`src/rtl/vm2002_stock_arbiter_if.sv`:
```
// vm2002_stock_arbiter_if: restock/purchase handshakes plus busy and empty_map; slave = arbiter side, master = requester side
interface vm2002_stock_arbiter_if #(
  parameter int NUM_ITEMS = 7,
  parameter int CNT_W     = 5,
  parameter int COST_W    = 16
);
  logic                 rs_req;
  logic [2:0]           rs_item;
  logic [CNT_W-1:0]     rs_count;
  logic [COST_W-1:0]    rs_cost;
  logic                 rs_done;
  logic                 rs_err;
  logic                 pu_req;
  logic                 pu_op;
  logic [2:0]           pu_item;
  logic                 pu_done;
  logic                 pu_avail;
  logic [COST_W-1:0]    pu_cost;
  logic                 pu_err;
  logic                 busy;
  logic [NUM_ITEMS-1:0] empty_map;
  modport slave (
    input  rs_req, rs_item, rs_count, rs_cost, pu_req, pu_op, pu_item,
    output rs_done, rs_err, pu_done, pu_avail, pu_cost, pu_err, busy, empty_map
  );
  modport master (
    output rs_req, rs_item, rs_count, rs_cost, pu_req, pu_op, pu_item,
    input  rs_done, rs_err, pu_done, pu_avail, pu_cost, pu_err, busy, empty_map
  );
endinterface

```
`src/rtl/vm2002_stock_arbiter.sv`:
```
// vm2002_stock_arbiter: stock/cost table arbitrated between restock and purchase ports (clk, hrst async, bus slave); VM2002_RR_ARB_EN selects round-robin
module vm2002_stock_arbiter #(
  parameter int                NUM_ITEMS    = 7,
  parameter int                CNT_W        = 5,
  parameter int                MAX_COUNT    = 16,
  parameter int                COST_W       = 16,
  parameter logic [COST_W-1:0] DEFAULT_COST = 16'h0
) (
  input  logic                  clk,
  input  logic                  hrst,
  vm2002_stock_arbiter_if.slave bus
);
  typedef enum logic [1:0] {IDLE, ACCESS, UPDATE, DONE} state_t;
  state_t              r_state, w_next;
  logic [CNT_W-1:0]    r_cnt [NUM_ITEMS];
  logic [COST_W-1:0]   r_cost [NUM_ITEMS];
  logic                r_pu_win, r_op, r_rs_err, r_pu_avail, r_pu_err;
  logic [2:0]          r_item;
  logic [CNT_W-1:0]    r_add, r_rd_cnt;
  logic [COST_W-1:0]   r_new_cost, r_rd_cost, r_pu_cost;
  logic                w_pu_win, w_valid, w_ovf, w_nz, w_req;
  logic [2:0]          w_item;
  logic [CNT_W:0]      w_sum;
  assign w_req   = bus.pu_req | bus.rs_req;
`ifdef VM2002_RR_ARB_EN
  logic r_last_pu;
  assign w_pu_win = bus.pu_req & (~bus.rs_req | ~r_last_pu);
  always_ff @(posedge clk or posedge hrst)
    if (hrst) r_last_pu <= 1'b0;
    else if (r_state == IDLE && w_req) r_last_pu <= w_pu_win;
`else
  assign w_pu_win = bus.pu_req;
`endif
  assign w_item  = r_pu_win ? bus.pu_item : bus.rs_item;
  assign w_valid = 32'(r_item) < NUM_ITEMS;
  assign w_sum   = {1'b0, r_rd_cnt} + {1'b0, r_add};
  assign w_ovf   = w_sum > (CNT_W+1)'(MAX_COUNT);
  assign w_nz    = r_rd_cnt != '0;
  always_comb begin
    w_next = r_state;
    w_next = r_state == IDLE   ? (w_req ? ACCESS : IDLE) :
             r_state == ACCESS ? UPDATE :
             r_state == UPDATE ? DONE : IDLE;
  end
  always_ff @(posedge clk or posedge hrst)
    if (hrst) r_state <= IDLE;
    else      r_state <= w_next;
  always_ff @(posedge clk or posedge hrst)
    if (hrst) begin
      for (int k = 0; k < NUM_ITEMS; k++) begin
        r_cnt[k]  <= '0;
        r_cost[k] <= DEFAULT_COST;
      end
      r_pu_win   <= 1'b0;
      r_op       <= 1'b0;
      r_item     <= '0;
      r_add      <= '0;
      r_new_cost <= '0;
      r_rd_cnt   <= '0;
      r_rd_cost  <= '0;
      r_rs_err   <= 1'b0;
      r_pu_avail <= 1'b0;
      r_pu_err   <= 1'b0;
      r_pu_cost  <= '0;
    end else begin
      if (r_state == IDLE) r_pu_win <= w_pu_win;
      if (r_state == ACCESS) begin
        r_item     <= w_item;
        r_op       <= bus.pu_op;
        r_add      <= bus.rs_count;
        r_new_cost <= bus.rs_cost;
        r_rd_cnt   <= 32'(w_item) < NUM_ITEMS ? r_cnt[w_item] : '0;
        r_rd_cost  <= 32'(w_item) < NUM_ITEMS ? r_cost[w_item] : '0;
      end
      if (r_state == UPDATE) begin
        if (r_pu_win) begin
          r_pu_avail <= w_valid & w_nz;
          r_pu_err   <= ~w_valid | (r_op & ~w_nz);
          r_pu_cost  <= w_valid ? r_rd_cost : '0;
          if (w_valid & r_op & w_nz) r_cnt[r_item] <= r_rd_cnt - CNT_W'(1);
        end else begin
          r_rs_err <= ~w_valid | w_ovf;
          if (w_valid & ~w_ovf) r_cnt[r_item] <= w_sum[CNT_W-1:0];
          if (w_valid & (r_new_cost != '0)) r_cost[r_item] <= r_new_cost;
        end
      end
    end
  assign bus.rs_done  = (r_state == DONE) & ~r_pu_win;
  assign bus.pu_done  = (r_state == DONE) & r_pu_win;
  assign bus.busy     = r_state != IDLE;
  assign bus.rs_err   = r_rs_err;
  assign bus.pu_avail = r_pu_avail;
  assign bus.pu_err   = r_pu_err;
  assign bus.pu_cost  = r_pu_cost;
  for (genvar i = 0; i < NUM_ITEMS; i++) begin : g_map
    assign bus.empty_map[i] = r_cnt[i] == '0;
  end
endmodule

```
`src/flat_wrapper.sv`:
```
// flat-port wrapper written by rule: the top's interface ports become plain ports
module vm2002_stock_arbiter_flat 
#(
  parameter int                NUM_ITEMS    = 7,
  parameter int                CNT_W        = 5,
  parameter int                MAX_COUNT    = 16,
  parameter int                COST_W       = 16,
  parameter logic [COST_W-1:0] DEFAULT_COST = 16'h0
)
  (clk, hrst, bus_rs_req, bus_rs_item, bus_rs_count, bus_rs_cost, bus_pu_req, bus_pu_op, bus_pu_item, bus_rs_done, bus_rs_err, bus_pu_done, bus_pu_avail, bus_pu_cost, bus_pu_err, bus_busy, bus_empty_map);
  vm2002_stock_arbiter_if #(.NUM_ITEMS(NUM_ITEMS), .CNT_W(CNT_W), .COST_W(COST_W)) bus_i ();
  input  logic clk;
  input  logic hrst;
  input wire logic [$bits(bus_i.rs_req)-1:0] bus_rs_req;
  input wire logic [$bits(bus_i.rs_item)-1:0] bus_rs_item;
  input wire logic [$bits(bus_i.rs_count)-1:0] bus_rs_count;
  input wire logic [$bits(bus_i.rs_cost)-1:0] bus_rs_cost;
  input wire logic [$bits(bus_i.pu_req)-1:0] bus_pu_req;
  input wire logic [$bits(bus_i.pu_op)-1:0] bus_pu_op;
  input wire logic [$bits(bus_i.pu_item)-1:0] bus_pu_item;
  output wire logic [$bits(bus_i.rs_done)-1:0] bus_rs_done;
  output wire logic [$bits(bus_i.rs_err)-1:0] bus_rs_err;
  output wire logic [$bits(bus_i.pu_done)-1:0] bus_pu_done;
  output wire logic [$bits(bus_i.pu_avail)-1:0] bus_pu_avail;
  output wire logic [$bits(bus_i.pu_cost)-1:0] bus_pu_cost;
  output wire logic [$bits(bus_i.pu_err)-1:0] bus_pu_err;
  output wire logic [$bits(bus_i.busy)-1:0] bus_busy;
  output wire logic [$bits(bus_i.empty_map)-1:0] bus_empty_map;
  assign bus_i.rs_req = bus_rs_req;
  assign bus_i.rs_item = bus_rs_item;
  assign bus_i.rs_count = bus_rs_count;
  assign bus_i.rs_cost = bus_rs_cost;
  assign bus_i.pu_req = bus_pu_req;
  assign bus_i.pu_op = bus_pu_op;
  assign bus_i.pu_item = bus_pu_item;
  assign bus_rs_done = bus_i.rs_done;
  assign bus_rs_err = bus_i.rs_err;
  assign bus_pu_done = bus_i.pu_done;
  assign bus_pu_avail = bus_i.pu_avail;
  assign bus_pu_cost = bus_i.pu_cost;
  assign bus_pu_err = bus_i.pu_err;
  assign bus_busy = bus_i.busy;
  assign bus_empty_map = bus_i.empty_map;
  vm2002_stock_arbiter #(.NUM_ITEMS(NUM_ITEMS), .CNT_W(CNT_W), .MAX_COUNT(MAX_COUNT), .COST_W(COST_W), .DEFAULT_COST(DEFAULT_COST)) u_core (.clk(clk), .hrst(hrst), .bus(bus_i));
endmodule
```
`config.mk`:
```
export PLATFORM = sky130hd
export DESIGN_NAME = vm2002_stock_arbiter_flat
export DESIGN_NICKNAME = d
export VERILOG_FILES = /design/src/rtl/vm2002_stock_arbiter_if.sv /design/src/rtl/vm2002_stock_arbiter.sv /design/src/flat_wrapper.sv
export SDC_FILE = /design/constraint.sdc
export NUM_CORES = 1
export LEC_CHECK = 0
export BUFFER_PORTS_ARGS = -buffer_cell sky130_fd_sc_hd__buf_2
export CAP_MARGIN = 20
export CORE_ASPECT_RATIO = 0.6
export CORE_MARGIN = 1.5
export CORE_UTILIZATION = 61
export CTS_CLUSTER_DIAMETER = 200
export DETAILED_ROUTE_END_ITERATION = 7
export GPL_TIMING_DRIVEN = 0
export PLACE_DENSITY = 0.8
export SKIP_CTS_REPAIR_TIMING = 1
export SLEW_MARGIN = 20
export SYNTH_ARGS = -nofsm -noshare
export SYNTH_HDL_FRONTEND = slang
export SYNTH_SLANG_ARGS = --single-unit
```
`constraint.sdc`:
```
create_clock -name clk -period 8.15 [get_ports clk]
set_input_delay 0.815 -clock clk [delete_from_list [all_inputs] [get_ports clk]]
set_output_delay 0.815 -clock clk [all_outputs]
set_load 0.01 [all_outputs]
```
# Word level (Yosys, flattened, before mapping)
# Cells that the tools add are included.
[totals] register_bits=215 inputBits=32 output_inout_bits=29 elab_cells=96
[op_classes] n_addsub=2 magnitude_cmp=6 n_eq_ne=4 mux=24 bitwise=17 reduce_logical=17
[op_table] op="$bwmux 112" n=1
[op_table] op="$mux 35" n=3
[op_table] op="$mux 16" n=5
[op_table] op="$bwmux 35" n=2
[op_table] op="$bmux 16 s3" n=1
[op_table] op="$demux 16 s3" n=1
[op_table] op="$logic_not 5->1" n=7
[op_table] op="$mux 5" n=4
[op_table] op="$reduce_bool 16->1" n=1
[op_table] op="$bmux 5 s3" n=1
[op_table] op="$demux 5 s3" n=1
[op_table] op="$and 1x1->1" n=8
[op_table] op="$ge 4x4->1 const B" n=2
[op_table] op="$not 3->4" n=2
[op_table] op="$add 5x5->6" n=1
[op_table] op="$gt 6x5->1 const B" n=1
[op_table] op="$lt 3x3->1 const B" n=2
[op_table] op="$mux 2" n=3
[op_table] op="$reduce_and 3->1" n=2
[op_table] op="$reduce_bool 5->1" n=1
[op_table] op="$sub 5x1->5 const B" n=1
[op_table] op="$eq 2x2->1 const B" n=2
[op_table] op="$lt 4x1->1 const B" n=1
[op_table] op="$not 1->1" n=4
[op_table] op="9 further kinds" n=13

# Depth between registers and ports, before layout
# Gate-level depths: netlist of run 1.
[logic_depth] word_depth=8 depth_mapped=9 depth_no_buf=7

# Least setup slack after synthesis of run 1
# OpenSTA, ideal clock, no wires.
[synth_timing] path_kind="reg2reg" start="register u_core.r_rd_cnt[0]" end="register u_core.r_cnt[25] (netlist name)" setup_ps=125 arrival_time_ps=2552 t_required_ps=8025 slack_ps=5474 path_stages_with_launch=8 path_buffers=0 synth_period_minus_slack_ps=2676 cell_sequence="dfrtp_1 > ha_1 > fa_1 > and3_1 > o21ai_0 > nand4_4 > a41oi_4 > mux2_2"
[synth_via] elab_chain_cells=6 word_cells_on_any_way=15 cone_classes="add/sub (2); order compare (1); eq/ne (1); mux (5); bitwise (3); reduce/logical (3)"
[synth_lines] element="start, declared" line="vm2002_stock_arbiter.sv:19" rtl="logic [CNT_W-1:0] r_add, r_rd_cnt;"
[synth_lines] element="start signal, assigned" line="vm2002_stock_arbiter.sv:72" rtl="r_rd_cnt <= 32'(w_item) < NUM_ITEMS ? r_cnt[w_item] : '0;"
[synth_lines] element="$add 5x5->6" line="vm2002_stock_arbiter.sv:36" rtl="assign w_sum = {1'b0, r_rd_cnt} + {1'b0, r_add};"
[synth_lines] element="$gt 6x5->1" line="vm2002_stock_arbiter.sv:37" rtl="assign w_ovf = w_sum > (CNT_W+1)'(MAX_COUNT);"
[synth_lines] element="$not 1->1" line="vm2002_stock_arbiter.sv:83" rtl="if (w_valid & ~w_ovf) r_cnt[r_item] <= w_sum[CNT_W-1:0];"
[synth_lines] element="$and 1x1->1" line="vm2002_stock_arbiter.sv:83"
[synth_lines] element="$reduce_bool 2->1 (no source line)"
[synth_lines] element="$reduce_and 3->1 (no source line)"
[synth_lines] element="end signal, assigned by index" line="vm2002_stock_arbiter.sv:80" rtl="if (w_valid & r_op & w_nz) r_cnt[r_item] <= r_rd_cnt - CNT_W'(1);"
[synth_lines] element="end signal, assigned by index" line="vm2002_stock_arbiter.sv:83"
[synth_lines] element="end, declared" line="vm2002_stock_arbiter.sv:15" rtl="logic [CNT_W-1:0] r_cnt [NUM_ITEMS];"
# Parallel ways exist; a longest one is shown, timed or not. The select of a mux whose other input is x is not followed.
# A chain may end at the register's enable or synchronous reset.

# Worst setup path after layout of run 1
[layout_timing] start="register u_core.r_rd_cnt[0]" end="register u_core.r_cnt[26] (netlist name)"
# Same word-level chain as after synthesis.

==> metrics.cfg, run 1 <==
[power]
irDropWorstVdd_v = 0.0002466
leakage_nw = 5.130
power_density_nw_per_um2 = 411.6
power_mw = 4.589

[floorplan]
io_pins = 61
coreArea_sq_um = 15590
core.rowCount = 35
die_area_sq_um = 16990
start_util_pct = 63.37
die_x_um = 167.3
chipHeight_um = 101.6

[synthesis]
syn-num-nets = 746
synth_top_family_by_area = multiplexers
synth_area_leaders = dfrtp_1 (54%), mux2_2 (16%), mux4_2 (4.8%)
synth_area_sq_um = 9879
synth-edff-count = 0
synth_cell_types = 54
yosysTopAreaCell = dfrtp_1
ys_seq_area_share_pct = 54.46
ys_warn_count = 0
synth_top_area_share_pct = 54.46
synth-xor-area-share_pct = 0.4433
avgSynthCellArea_sq_um = 14.07
yosys.area_share.simple_pct = 5.193
synthMuxAreaShare_pct = 26.86
async_reset_ff_share_pct = 100.0
synth-compound-area-share_pct = 8.422
synth_fa_ha_area_share_pct = 1.596
ys_ff_latch = 215
synthFlopType = dfrtp_1
synth_cells = 702

[layout]
num_antenna_cells = 0
nNetsFinal = 830
mostFrequentLayoutCells = dfrtp_1 (215), mux2_2 (142), buf_2 (74)
area_delta_synth_final_pct = 12.87
design_area_sq_um = 11150
layout_commonest_cell = dfrtp_1
fin_util_pct = 71.52
drive_above_1_share_pct = 36.51

[routing]
dr_total_vias = 6403
totalWireLength_um = 23950
viasPerCell = 6.403
wl_per_cell_um = 23.95
post-route-drc-count = 0
first_iter_violations = 548
dr.pass1.iters = 4
ant_nets = 0

[timing]
max_freq_mhz = 330.2
tns_ps = 0
skew_ps = 12.65
period_minus_slack_ps = 3028
rsz0062_at_grt = no
drv_slew = 0
worst_pin_slew_ps = 952.6
hold_ws_ps = 287.4
fin_crit_sh_pct = 37.15
slew-limit-headroom_pct = 36.49
finalSetupViolCount = 0
finalHoldViolCount = 0

[place]
place.gp.congestion = 0.8927
io_buffers = 60
dp_hpwl_um = 16570
place_area_sq_um = 10500

[worst_setup_path]
worstPathMaxFanout = 8
arrival_ps = 3400
critical_path_class = register to register
critPathRequiredTime_ps = 8520
start_kind = register
crit_path_end_kind = register

[clocking]
cts.clk_slew.worst_paths_ps = 70
cts-buffers-inserted = 20
clk_latency_ps = 500
cts_tree = built
cts_sinks = 215
clockRootBuffer = clkbuf_16
clockBufferDepth = 3
htreeDepth = 1

[job]
drv_cap = 0

[global_routing]
grt_pass1_vias = 6699
grt_max_degree = 101
grt_overflow_total = 0
antenna_found_initial = 0
grt_pass1_wl_um = 37810
grt.total_usage_pct = 29.39

[run_status]
status = complete, no violations

[hold_path]
holdCritPathClass = input port to async pin

-- synthesized netlist by cell type (10+ instances only) --
cell / number
inv_1: 26
ha_1: 11
o21ai_0: 25
nand2_1: 10
dfrtp_1: 215
mux2i_1: 23
mux2_1: 30
mux4_2: 21
o2bb2ai_1: 21
mux2_2: 142
a22o_1: 16
clkbuf_1: 17
nor2_1: 19
a22oi_1: 21
buf_2: 14
-- state kept, by name, indices dropped and copies added (netlist names) --
register	count
u_core.bus.pu_avail	1
u_core.bus.pu_err	1
u_core.r_rd_cnt	5
u_core.bus.rs_err	1
u_core.r_state	2
u_core.r_rd_cost	16
u_core.r_op	1
u_core.bus.pu_cost	16
u_core.r_cnt	35
u_core.r_cost	112
u_core.r_add	5
u_core.r_new_cost	16
u_core.r_pu_win	1
u_core.r_item	3
-- critical path, stage by stage (launching register included) --
cell and delay (ps):
dfrtp_1 400, ha_1 240, fa_1 500, and3_1 190, o21ai_0 380, nand4_4 340
a41oi_4 480, mux2_2 380
-- where the power goes --
part	internal (mW)	total, mW	switching [mW]	leakage (nW)
combinational	0.810	1.78	0.966	2.07
sequential	1.53	1.86	0.337	2.74
clock	0.561	0.949	0.388	0.320
total	2.90	4.59	1.69	5.13
-- through the flow --
step	worst slack, ps	std cells
CTS	5173	1000
global route	5052	1000
detailed placement	5143	967
global placement	-359.8	965
floorplan	1456	702
finish	5122	1000
-- path summary, 6_finish.rpt --
path                                startpoint                     to  slack (ps)  depth (start not counted)
max                         u_core.r_rd_cnt[0]       u_core.r_cnt[26]        5120                          7
min                                       hrst      u_core.r_cost[67]         290                          2
max reg2reg                 u_core.r_rd_cnt[0]       u_core.r_cnt[26]        5120                          7
min reg2reg                u_core.r_rd_cost[1]  u_core.bus.pu_cost[1]         490                          1
max in group asynchronous                 hrst       u_core.r_item[2]        6670                          4
min in group clk           u_core.r_rd_cost[1]  u_core.bus.pu_cost[1]         490                          1
-- metal layers --
metal / up-vias / GRT usage, % / wire, um
met2: 248 / 47.21 / 11060
met1: 3342 / 42.50 / 10900
li1: 2760 / - / -
met5: - / 0 / 0
met4: 0 / 7.831 / 561
met3: 53 / 4.650 / 1434
-- logic make-up after synthesis --
| family | Yosys count |
|---|---|
| multiplexers | 217 |
| flip-flops | 215 |
| AO/OA/AOI/OAI | 103 |
| AND/OR/NAND/NOR | 82 |
| buffers and inverters | 68 |
| adder cells (fa/ha/maj) | 12 |
| XOR/XNOR | 5 |
-- cell type report --
class                           count  area, sq um
Clock buffer                       30        589.3
Inverter                           26        105.1
Fill cell                        1052         4439
Timing Repair Buffer               62        355.3
Buffer                             42        201.4
Sequential cell                   215         5380
Multi-Input combinational cell    419         4200
Clock inverter                      3        65.06
Tap cell                          203        254.0
(Power assumes the default switching activity.)
==> run 2, diff against run 1 <==
Settings changed: CORE_UTILIZATION 61 to 55, PLACE_DENSITY 0.8 to 0.76.
Clock period 8.15 ns to 2.62 ns, I/O delays scaled along.
==> run 2 against run 1 <==
The flow now finishes with violations (negative hold slack, negative setup slack). Via count is 0.62% higher. Die area is 11% higher. Critical path depth stayed put. Clock power grew to 3.3 times the previous value. Non-clock buffer count is 22 higher. Flip-flop and latch count stayed put. Sequential power grew to 3.1 times the previous value. Register-to-register slack worse by 5100 ps. First-iteration DRC count is 9.1% lower. Largest power group unchanged.
==> metrics.cfg, run 2 (synthesis gave the netlist of run 1 again) <==
[power]
power_switching_share_pct = 36.18  ; -0.67 points
comb_power_share_pct = 39.2  ; +0.5 points
pwr-share-clk_pct = 21.3  ; +0.6 points
power_mw = 14.76  ; +220%
p_int_mw = 9.419  ; +230%
seqPwrFrac_pct = 39.5  ; -1.1 points
power_density_nw_per_um2 = 1272  ; +210%
leakage_nw = 5.331  ; +3.9%
irDropWorstVdd_v = 0.0007597  ; +210%
p_sw_mw = 5.340  ; +220%

[layout]
num_antenna_cells = 0  ; unchanged
layout_commonest_cell = dfrtp_1
nFillCells = 1231  ; +17%
drive_above_1_share_pct = 38.98  ; +2.5 points
largest_reg_flops = 112  ; unchanged
largestRegisters = u_core.r_cost x112, u_core.r_cnt x35
fin_util_pct = 66.85  ; -4.7 points
nNetsFinal = 852  ; +2.7%
area_delta_synth_final_pct = 17.48
design_area_sq_um = 11610  ; +4.1%
top_register = u_core.r_cost
mostFrequentLayoutCells = dfrtp_1 (215), mux2_2 (141), buf_2 (68)

[run_status]
status = finished with violations
violations = negative hold slack, negative setup slack

[job]
drv_cap = 0  ; unchanged

[timing]
fin_crit_sh_pct = 101.1  ; +64 points
finalHoldViolCount = 7  ; +7
worst_pin_slew_ps = 892.7  ; -59.94 ps
rsz0062_at_grt = yes
drv_slew = 0  ; unchanged
hold_ws_ps = -13.95  ; -301.3 ps
max_freq_mhz = 377.7  ; +14%
slew-limit-headroom_pct = 40.49  ; +4.0 points
finalSetupViolCount = 7  ; +7
period_minus_slack_ps = 2648  ; -380.2 ps
skew_ps = 12.41  ; -0.2427 ps
setup_ws_ps = -27.87  ; -5150 ps

[worst_setup_path]
cp_cell_sequence = ha_2 -> fa_1 -> or3b_1 -> a211o_1 -> nand4_4 -> a41oi_4 -> mux2_4
slowest_delay_ps = 450  ; -50 ps
regToRegStartpoint = u_core.r_add[0]
start_kind = register
critical_path_class = register to register
crit_buf_inv = 0  ; unchanged
startpoint = u_core.r_add[0]
critPathRequiredTime_ps = 3000  ; -5520 ps
cpMaxStageDelayCell = fa_1
worstPathMaxFanout = 5  ; -3
arrival_ps = 3030  ; -370 ps
cpLargestDelayFamily = adder cells
crit_path_end_kind = register

[routing]
dr.pass1.iters = 5  ; +1
totalWireLength_um = 23620  ; -1.4%
ant_nets = 0  ; unchanged
first_iter_violations = 498  ; -9.1%
post-route-drc-count = 0  ; unchanged
wl_per_cell_um = 22.39  ; -6.5%
viasPerCell = 6.107  ; -4.6%
dr_total_vias = 6443  ; +0.62%

[clocking]
cts-buffers-inserted = 20  ; unchanged
cts_sinks = 215  ; unchanged
cts_tree = built
clockBufferDepth = 3  ; unchanged
clockRootBuffer = clkbuf_16
htreeDepth = 1  ; unchanged
clk_latency_ps = 500  ; about the same
cts.clk_slew.worst_paths_ps = 70  ; about the same

[floorplan]
die_x_um = 176.0  ; +5.2%
coreArea_sq_um = 17360  ; +11%
chipHeight_um = 106.8  ; +5.2%
io_pins = 61  ; unchanged
die_area_sq_um = 18800  ; +11%
start_util_pct = 56.91  ; -6.5 points
core.rowCount = 37  ; +5.7%

[hold_path]
hold_start = bus_rs_cost[11]
holdCritPathClass = input port to register

[place]
dp_hpwl_um = 16620  ; +0.31%
io_buffers = 60  ; unchanged
place.gp.congestion = 0.8803  ; -1.4%
place_area_sq_um = 10610  ; +1.1%

[global_routing]
antenna_found_initial = 0  ; unchanged
grt_pass1_vias = 6823  ; +1.9%
grt_pass1_wl_um = 37630  ; -0.46%
grt_max_degree = 39  ; -61%
grt_overflow_total = 0  ; unchanged
grt.total_usage_pct = 26.22  ; -3.2 points

run 2: cell count changes in the layout (fill, tap and decap cells not counted), sizes merged:
cell | before | now
clkinv | 1 | 2
clkbuf | 47 | 54
clkinvlp | 0 | 1
dlygate4sd3 | 0 | 12
inv | 26 | 25
buf | 87 | 91
run 2: worst paths after layout:
check / slack (ps) / endpoint / cells after the start
setup / recovery: -30 / u_core.r_cnt[28] / 7
hold / removal: -10 / u_core.r_new_cost[11] / 2
setup reg to reg: -30 / u_core.r_cnt[28] / 7
hold reg to reg: 490 / u_core.r_cost[41] / 1
max in group asynchronous: 1280 / u_core.r_cost[105] / 5
min in group asynchronous: 450 / u_core.r_rd_cost[0] / 3
run 2: per-layer routing:
layer / GRT usage, % / routed length [um]
met4: 6.838 / 432
met1: 38.00 / 10910
met5: 0 / 0
met2: 41.09 / 10850
met3: 4.681 / 1424
run 2: stage by stage:
step | setup TNS [ps] | setup slack (ps) | instances
floorplan | -94630 | -440.1 | 702
global placement | -317720 | -1462 | 996
detailed placement | -15520 | -253.6 | 1002
CTS | -18800 | -288.6 | 1037
global route | -2087 | -100.3 | 1055
finish | -101.6 | -27.87 | 1055
run 2: power groups by stage:
| stage | logic [mW] | registers (mW) | clock network (mW) |
|---|---|---|---|
| after floorplan | 3.89 | 5.51 | 0 |
| after global placement | 5.13 | 5.68 | 0 |
| after detailed placement | 5.39 | 5.83 | 0 |
| after CTS | 5.42 | 5.78 | 3.18 |
| after global routing | 6.27 | 5.98 | 3.31 |
| final | 5.79 | 5.83 | 3.14 |
run 2: worst reg2reg max path, stage by stage, from the launching register on:
cell and delay [ps]:
dfrtp_1 400, ha_2 210, fa_1 450, or3b_1 370, a211o_1 320, nand4_4 190, a41oi_4 230, mux2_4 370
run 2: layout make-up:
cell class                      count  area, sq um  share of cell area [%]
Sequential cell                   215         5380                   46.36
Multi-Input combinational cell    419         4273                   36.82
Clock buffer                       31        643.1                   5.541
Timing Repair Buffer               84        620.6                   5.347
Tap cell                          234        292.8                   2.523
Buffer                             42        225.2                   1.940
Inverter                           26        101.3                  0.8732
Clock inverter                      4        70.07                  0.6037
==> run 3, diff against run 2 <==
Settings changed: ABC_AREA set to 1.
==> run 3 against run 2 <==
Global-route usage grew 6.1 points. Largest cell class unchanged. Design area grew 1.5%. Register-to-register slack gained 90 ps. Core utilization shrank 1.6 points. Sequential share of layout area shrank 0.70 points. Flip-flop and latch count is the same. The flow finishes with violations (negative hold slack).
==> metrics.cfg, run 3 <==
[place]
dpl.cell_count = 1542  ; +54%
dp_slack_ps = -172.6  ; +81.03 ps
io_buffers = 60  ; unchanged
place.gp.congestion = 0.9364  ; +6.4%
dp_hpwl_um = 21390  ; +29%

[synthesis]
synth_top_family_by_area = simple AND/OR/NAND/NOR gates
synth_top_area_share_pct = 53.15  ; -1.3 points
synthMuxAreaShare_pct = 0  ; -27 points
yosys.area_share.simple_pct = 21.43  ; +16 points
synth_fa_ha_area_share_pct = 1.557  ; -0.038 points
ys_ff_latch = 215  ; unchanged
synthFlopType = dfrtp_1
yosys-top-cells-count = nand2_1 (387), dfrtp_1 (215), o21ai_0 (180)
syn-num-nets = 1280  ; +72%
yosysTopAreaCell = dfrtp_1
synth-compound-area-share_pct = 16.08  ; +7.7 points
async_reset_ff_share_pct = 100.0  ; unchanged
avgSynthCellArea_sq_um = 8.191  ; -42%
synth_cells = 1236  ; +76%
synth-xor-area-share_pct = 0.1730  ; -0.27 points
synth_area_leaders = dfrtp_1 (53%), nand2_1 (14%), o21ai_0 (8.9%)
synth.most_common_cell = nand2_1
ys_warn_count = 0  ; unchanged
synth_area_sq_um = 10120  ; +2.5%
synth-edff-count = 0  ; unchanged
synth_cell_types = 33  ; -39%
ys_seq_area_share_pct = 53.15  ; -1.3 points

[global_routing]
grt_overflow_total = 0  ; unchanged
grt_pass1_wl_um = 46950  ; +25%
grt_max_degree = 35  ; -10%
antenna_found_initial = 0  ; unchanged
grt.total_usage_pct = 32.36  ; +6.1 points
grt_pass1_vias = 8290  ; +22%

[worst_setup_path]
cp_cell_sequence = ha_2 -> fa_1 -> or2_2 -> nor2_1 -> nand3_1 -> nand2_1 -> nand3_2 -> nand2_4 -> clkbuf_2 -> nand3_1 -> nand2_1
critical_path_class = register to register
slowest_delay_ps = 480  ; +30 ps
crit_path_end_kind = register
start_kind = register
critPathRequiredTime_ps = 3070  ; +70 ps
cpMaxStageDelayCell = fa_1
worstPathMaxFanout = 10  ; +5
arrival_ps = 3000  ; -30 ps

[routing]
ant_nets = 0  ; unchanged
dr.pass1.iters = 6  ; +1
post-route-drc-count = 0  ; unchanged
dr_total_vias = 9091  ; +41%
first_iter_violations = 1118  ; +120%
wl_per_cell_um = 18.90  ; -16%
totalWireLength_um = 30110  ; +27%
viasPerCell = 5.707  ; -6.6%

[layout]
finalNonFillerCells = 1593  ; +51%
layout_commonest_cell = nand2_1
largestRegisters = u_core.r_cost x112, u_core.r_cnt x35
mostFrequentLayoutCells = nand2_1 (381), dfrtp_1 (215), o21ai_0 (180)
nFillCells = 1552  ; +26%
nNetsFinal = 1382  ; +62%
regArea_sq_um = 5380  ; unchanged
drive_above_1_share_pct = 13.53  ; -25 points
largest_reg_flops = 112  ; unchanged
fin_util_pct = 65.23  ; -1.6 points
num_antenna_cells = 0  ; unchanged
top_register = u_core.r_cost
multi_input_area_sq_um = 4006  ; -6.2%
area_delta_synth_final_pct = 16.41

[timing]
tns_ps = 0  ; +101.6 ps
fin_crit_sh_pct = 97.54  ; -3.5 points
slew-limit-headroom_pct = 45.50  ; +5.0 points
max_freq_mhz = 391.3  ; +3.6%
skew_ps = 15.47  ; +3.062 ps
period_minus_slack_ps = 2555  ; -92.41 ps
finalSetupViolCount = 0  ; -7
setup_ws_ps = 64.55  ; +92.41 ps
rsz0062_at_grt = yes
worst_pin_slew_ps = 812.0  ; -80.64 ps
hold_ws_ps = -39.30  ; -25.34 ps
finalHoldViolCount = 10  ; +3
drv_slew = 0  ; unchanged

[floorplan]
chipHeight_um = 108.1  ; +1.2%
coreArea_sq_um = 18070  ; +4.1%
die_x_um = 178.2  ; +1.2%
io_pins = 61  ; unchanged
die_area_sq_um = 19260  ; +2.4%
core.rowCount = 38  ; +2.7%
start_util_pct = 56.03  ; -0.88 points

[clocking]
clockRootBuffer = clkbuf_16
clk_latency_ps = 510  ; about the same
clockBufferDepth = 3  ; unchanged
cts_tree = built
cts-buffers-inserted = 21  ; +5.0%
cts_sinks = 215  ; unchanged
htreeDepth = 1  ; unchanged
cts.clk_slew.worst_paths_ps = 70  ; about the same

[run_status]
status = finished with violations
violations = negative hold slack

[power]
power_density_nw_per_um2 = 1305  ; +2.6%
irDropWorstVdd_v = 0.0006537  ; -14%
leakage_nw = 5.792  ; +8.6%

[hold_path]
holdCritPathClass = input port to register

[job]
drv_cap = 0  ; unchanged

[run 3: changes by cell type after synthesis, sizes merged, moves of 20 or more]
cell	change
mux4	-21
mux2	-172
o21ai	+192
nand2	+378
nand3	+57
a21oi	+32
o2bb2ai	-21
o211ai	+31
mux2i	-24
clkbuf	+20
inv	+80
nor2	+23
a22oi	-21
[run 3: final cells by class]
cell class | instances | share of cell area (%)
flip-flops and latches | 215 | 45.65
clock buffers | 28 | 5.192
plain buffers | 79 | 3.143
multi-input cells | 831 | 33.99
well taps | 240 | 2.548
clock inverters | 10 | 1.136
repair buffers | 80 | 4.735
inverters | 110 | 3.599
[run 3: cells by family after synthesis]
family,count (synthesis)
buf+inv,190
simple gates,515
compound gates,302
flops,215
fa+ha+maj,12
xor+xnor,2
[run 3: per-stage QoR]
stage	cell area [sq um]	total power [mW]
2_1_floorplan	10130	9.493
3_3_place_gp	10730	11.57
3_5_place_dp	10850	11.77
4_1_cts	11590	15.09
5_1_grt	11790	16.38
6_report	11790	15.38
[run 3: path summary, 6_finish.rpt]
check / slack, ps / from / to / cells after the start
worst min-delay path: -40 / bus_rs_cost[0] / u_core.r_new_cost[0] / 3
max in group asynchronous: 950 / hrst / u_core.r_cnt[29] / 7
worst max register to register: 60 / u_core.r_rd_cnt[0] / u_core.r_cnt[15] / 11
worst min register to register: 480 / u_core.r_cnt[2] / u_core.r_cnt[2] / 2
worst max-delay path: 60 / u_core.r_rd_cnt[0] / u_core.r_cnt[15] / 11
min in group asynchronous: 360 / hrst / u_core.bus.pu_cost[10] / 3
[run 3: metal layers]
| metal | global-route usage, % | share of wire [%] | vias up |
|---|---|---|---|
| met5 | 0 | 0 | - |
| met4 | 6.843 | 1.9 | 0 |
| met3 | 9.494 | 13 | 49 |
| met2 | 42.11 | 39 | 486 |
| met1 | 52.26 | 46 | 4335 |
| li1 | - | - | 4221 |
[run 3: report_power, final]
part / switching, mW / leakage [nW] / internal [mW]
combinational: 4.65 / 2.64 / 1.93
sequential: 0.792 / 2.79 / 4.73
clock: 1.33 / 0.366 / 1.94
total: 6.77 / 5.79 / 8.61
[run 3: critical path, delay by kind of cell, from the launching register on]
family | cells | cell delay, ps
fa+ha+maj | 2 | 710
simple gates | 8 | 1090
buf+inv | 1 | 260
flops | 1 | 420
